[src/rtl/param_stack.sv]
// param_stack: parametrised LIFO stack with occupancy status, simultaneous
// push+pop (replace-top / bypass) and one-cycle overflow/underflow pulses.
// Optional macro PARAM_STACK_PEEK_EN adds the combinational top/top_valid
// peek outputs.
module param_stack #(
  parameter int DATA_W = 8,
  parameter int DEPTH  = 16,
  parameter int CNT_W  = $clog2(DEPTH + 1)
) (
  input  logic              clk,
  input  logic              reset,
  input  logic              push,
  input  logic              pop,
  input  logic [DATA_W-1:0] data_in,
  output logic [DATA_W-1:0] data_out,
  output logic              data_valid,
  output logic              full,
  output logic              empty,
  output logic [CNT_W-1:0]  count,
  output logic              overflow,
  output logic              underflow
`ifdef PARAM_STACK_PEEK_EN
  ,
  output logic [DATA_W-1:0] top,
  output logic              top_valid
`endif
);

  // Index width only needs to cover 0..DEPTH-1; it is never allowed to wrap.
  localparam int IDX_W = (DEPTH > 1) ? $clog2(DEPTH) : 1;

  logic [DATA_W-1:0] mem [DEPTH];

  logic [CNT_W-1:0]  count_reg, count_next;
  logic [DATA_W-1:0] data_out_reg, data_out_next;
  logic              data_valid_reg, data_valid_next;
  logic              overflow_reg, overflow_next;
  logic              underflow_reg, underflow_next;

  logic              full_w;
  logic              empty_w;
  logic [IDX_W-1:0]  top_idx;
  logic              wr_en;
  logic [IDX_W-1:0]  wr_idx;

  // Status decoded from the registered count so it reflects the last edge.
  always_comb begin
    full_w  = (count_reg == CNT_W'(DEPTH));
    empty_w = (count_reg == '0);
    // Forced to 0 when empty so the index always stays inside the array.
    top_idx = empty_w ? '0 : IDX_W'(count_reg - 1'b1);
  end

  // Per-edge decision: bypass, replace-top, push, pop, or reject.
  always_comb begin
    count_next      = count_reg;
    data_out_next   = data_out_reg;
    data_valid_next = 1'b0;
    overflow_next   = 1'b0;
    underflow_next  = 1'b0;
    wr_en           = 1'b0;
    wr_idx          = top_idx;
    case ({push, pop})
      2'b11: begin
        data_valid_next = 1'b1;
        if (empty_w) begin
          data_out_next = data_in;
        end else begin
          data_out_next = mem[top_idx];
          wr_en         = 1'b1;
          wr_idx        = top_idx;
        end
      end
      2'b10: begin
        if (full_w) begin
          overflow_next = 1'b1;
        end else begin
          wr_en      = 1'b1;
          wr_idx     = IDX_W'(count_reg);
          count_next = count_reg + 1'b1;
        end
      end
      2'b01: begin
        if (empty_w) begin
          underflow_next = 1'b1;
        end else begin
          data_out_next   = mem[top_idx];
          data_valid_next = 1'b1;
          count_next      = count_reg - 1'b1;
        end
      end
      default: ;
    endcase
  end

  // Control/status registers; reset wins over any request.
  always_ff @(posedge clk) begin
    if (reset) begin
      count_reg      <= '0;
      data_out_reg   <= '0;
      data_valid_reg <= 1'b0;
      overflow_reg   <= 1'b0;
      underflow_reg  <= 1'b0;
    end else begin
      count_reg      <= count_next;
      data_out_reg   <= data_out_next;
      data_valid_reg <= data_valid_next;
      overflow_reg   <= overflow_next;
      underflow_reg  <= underflow_next;
    end
  end

  // Storage entries: one write-enabled register per slot, never cleared.
  generate
    for (genvar gi = 0; gi < DEPTH; gi++) begin : g_entry
      // Capture data_in when this slot is the selected write target.
      always_ff @(posedge clk) begin
        if (!reset && wr_en && (wr_idx == IDX_W'(gi))) begin
          mem[gi] <= data_in;
        end
      end
    end
  endgenerate

  assign data_out   = data_out_reg;
  assign data_valid = data_valid_reg;
  assign full       = full_w;
  assign empty      = empty_w;
  assign count      = count_reg;
  assign overflow   = overflow_reg;
  assign underflow  = underflow_reg;

`ifdef PARAM_STACK_PEEK_EN
  assign top       = empty_w ? '0 : mem[top_idx];
  assign top_valid = !empty_w;
`endif

endmodule

[config.mk]
export PLATFORM = sky130hd
export DESIGN_NAME = param_stack
export DESIGN_NICKNAME = d
export VERILOG_FILES = /design/src/rtl/param_stack.sv
export SDC_FILE = /design/constraint.sdc
export NUM_CORES = 1
export LEC_CHECK = 0
export BUFFER_PORTS_ARGS = -buffer_cell sky130_fd_sc_hd__clkbuf_2
export CAP_MARGIN = 25
export CORE_MARGIN = 4
export CORE_UTILIZATION = 50
export CTS_CLUSTER_DIAMETER = 150
export CTS_CLUSTER_SIZE = 20
export DETAILED_ROUTE_END_ITERATION = 7
export GPL_ROUTABILITY_DRIVEN = 0
export PLACE_DENSITY_LB_ADDON = 0.3
export SLEW_MARGIN = 20
export SYNTH_ARGS = -nofsm -noshare
export SYNTH_HDL_FRONTEND = slang
export SYNTH_SLANG_ARGS = --single-unit
[constraint.sdc]
create_clock -name clk -period 5.8 [get_ports clk]
set_clock_uncertainty 0.2 [all_clocks]
set_input_delay 1.16 -clock clk [delete_from_list [all_inputs] [get_ports clk]]
set_output_delay 1.16 -clock clk [all_outputs]
set_load 0.02 [all_outputs]
==> reports/metrics.yaml <==
outcome: "complete, no violations"
boundaryPins: 30
routed_wirelength_normalized_by_instance_count_um: 23.5
share_of_layout_cells_above_drive_strength_1_pct: 14.7
timing.critical_path.required_ps: 4440
achievable-frequency_ghz: 0.221
via_per_inst: 6.41
postSynthCellCount: 494
route.final.wire_length_um: 16200
timing.critical_path.slowest_cell_delay_ps: 790
clk_path_buf_depth: 2
coreArea_um2: 12200
finalCoreUtilization_pct: 58.3
tns_ps: 0
synth-warning-count: 0
dominant_combinational_cell_family_by_area_after_synthesis: "compound AO/OA/AOI/OAI gates"
timing_worst_slew_pin_value_ps: 896
root_buffer: "sky130_fd_sc_hd__clkbuf_16"
p_comb_share_pct: 24.2
synthArstFlopShare_pct: 0
crit_buf_inv: 4
cap_viol_max_count: 0
cts.reportedPaths.clkPinSlew_ps: 60
drv_slew: 0
synth.mux.area_fraction_pct: 2.92
design.final.nets: 525
net_count_synth: 509
synth-compound-area-share_pct: 15.5
detail_route.first_pass.iterations: 5
synth_enable_flop_cells: 128
yosys_most_used_dff: "sky130_fd_sc_hd__edfxtp_1"
antenna_cells: 0
fp_rows: 40
drtIter0Drc: 588
post_synthesis_cell_type_count: 55
timing.critical_path.fanout_max: 60
grt.total_usage_pct: 23.4
grt_max_degree: 72
grt_setup_unrepaired: "no"
grt_first_pass_wirelength_um: 24900
peakVddDrop_v: 0.000219
route.vias.total: 4426
number_of_global_route_vias_before_repair: 4208
critical-path-slowest-cell: "sky130_fd_sc_hd__or4b_4"
share_seq_of_total_power_pct: 40.5
finalWorstPathRequiredPeriod_ps: 4520
synthXorXnorAreaFrac_pct: 0.828
critPathArrivalTime_ps: 3160
die_width_um: 121
post_synth.cell_area_avg_um2: 12.8
clock_power_share_pct: 35.3
final.period_utilization_pct: 77.9
port_buffers: 29
timing.setup.critical_path_class: "reg2out"
total_leakage_power_nw: 2.28
numCtsBuffers: 17
hold_path.class: "reg2reg"
net_sw_share_pct: 32.0
post_synth_simple_gate_area_pct: 11.5
timing.critical_path.cells: "inv_1 > buf_4 > ha_1 > or4b_4 > inv_2 > clkbuf_2"
initial_core_util_pct: 52.0
power.internal_mw: 2.01
cts_tree: "built"
antenna_found_initial: 0
slew-limit-headroom_pct: 40.3
worstSkewPairLatency_ps: 420
syn_to_final_growth_pct: 12.2
critPathLaunchType: "flop"
clock_sinks: 144
synth_area_um2: 6340
crit_family: "buffers and inverters"
final.fill_count: 999
hold_viol: 0
timing.critical_path.to_type: "output port"
overflow: 0
cts_hold_buf: 0
switchingPower_uw: 945
route.antenna.remaining_nets: 0
clock_tree.htree_level_count: 4
synth.ff_latch_count: 144
yosys.area_share.adder_pct: 0.592
max_reg_flops: 128
drc: 0
floorplan.die_area_um2: 14600
setup_viol: 0
cts-resized-gates: 0
synth_sequential_area_ratio_pct: 65.6
hpwl_um: 10400
power-per-cell-area_nw_per_um2: 415
die_height_um: 121
post-cts-setup-buffer-count: 0
## layer usage
metal  wire (µm)  global-route usage, %  vias to the layer above
met5           0                      0                        -
met2        7370                   34.7                      264
li1            -                      -                     1979
met1        6800                   33.5                     2151
met4         460                   9.42                        0
met3        1590                   5.05                       32
## cell families (layout without fill, tap and decap cells)
logic type,Yosys count,after routing
muxes,18,18
DFF,144,144
and+or+nand+nor,150,150
buffers and inverters,41,70
AOI/OAI and AO/OA,132,132
adders and majority gates,3,3
xor gates and xnor gates,6,6
## placed cells by master, fill, tap and decap left out, drive strengths merged, types with 6 or more instances in the layout
cell type	n
edfxtp	128
nor2	54
clkbuf	47
nand3	36
o21ai	30
dfxtp	16
mux2i	14
nand2	14
a21oi	14
o2bb2ai	14
a31oi	13
nor3	11
a211oi	11
nor2b	10
a2111oi	10
inv	8
clkinv	8
a32oi	7
and3	7
o221ai	7
xnor2	6
nand2b	6
## cells in the mapped netlist, drive strengths merged, types with 2 or more instances
master   number  area, µm²
a2111o        3       33.8
a2111oi      10        100
a211oi       11       82.6
a21oi        14       70.1
a221oi        4       41.3
a22oi         4       35.0
a31oi        13       81.3
a32oi         7       61.3
and3          7       43.8
buf          19        111
clkbuf       15       56.3
dfxtp        16        320
edfxtp      128       3840
ha            3       37.5
inv           7       26.3
mux2          4       45.0
mux2i        14        140
nand2        14       52.6
nand2b        6       37.5
nand3        36        180
nand4         2       12.5
nor2         54        205
nor2b        10       62.6
nor3         11       55.1
nor3b         3       22.5
o2111ai       4       35.0
o21ai        30        150
o221ai        7       67.6
o2bb2ai      14        129
o32a          2       20.0
or3           4       25.0
xnor2         6       52.6
## per-stage QoR
stage	std cells	setup WS (ps)	area (µm²)	hold WS [ps]	power [mW]
CTS	691	1330	7120	404	2.95
detailed placement	659	1440	6550	390	1.91
finish	691	1280	7120	399	2.95
floorplan	494	2030	6340	382	1.73
global route	691	1100	7120	447	3.07
global placement	659	1580	6550	388	1.89
## path summary, 6_finish.rpt
| check | start | slack, ps | depth (start not counted) | to |
|---|---|---|---|---|
| setup / recovery | count[0] | 1280 | 6 | empty |
| hold / removal | data_out[5] | 400 | 2 | data_out[5] |
| setup reg to reg | count[0] | 1330 | 9 | mem[1][0] |
| hold reg to reg | data_out[5] | 400 | 2 | data_out[5] |
## power by group through the flow
stage | clock [mW] | sequential (mW) | combinational (mW)
after floorplan | 0 | 1.23 | 0.492
after global placement | 0 | 1.22 | 0.677
after detailed placement | 0 | 1.22 | 0.689
after CTS | 1.06 | 1.20 | 0.692
after global routing | 1.10 | 1.20 | 0.765
final | 1.04 | 1.20 | 0.714
## tightest hold or removal path, delay by kind of cell (launching register included)
kind	cells	cell delay, ps
compound gates	2	220
flops	1	330
## area by class of cell
| class | count | area [µm²] | share of cell area (%) |
|---|---|---|---|
| inverter | 7 | 26.3 | 0.369 |
| tap | 168 | 210 | 2.95 |
| clock buffer | 18 | 429 | 6.03 |
| sequential | 144 | 4170 | 58.5 |
| multi-input combinational | 309 | 1990 | 27.9 |
| clock inverter | 14 | 143 | 2.00 |
| timing repair buffer | 31 | 160 | 2.25 |
Note: power is estimated with default switching activity, not from simulation.
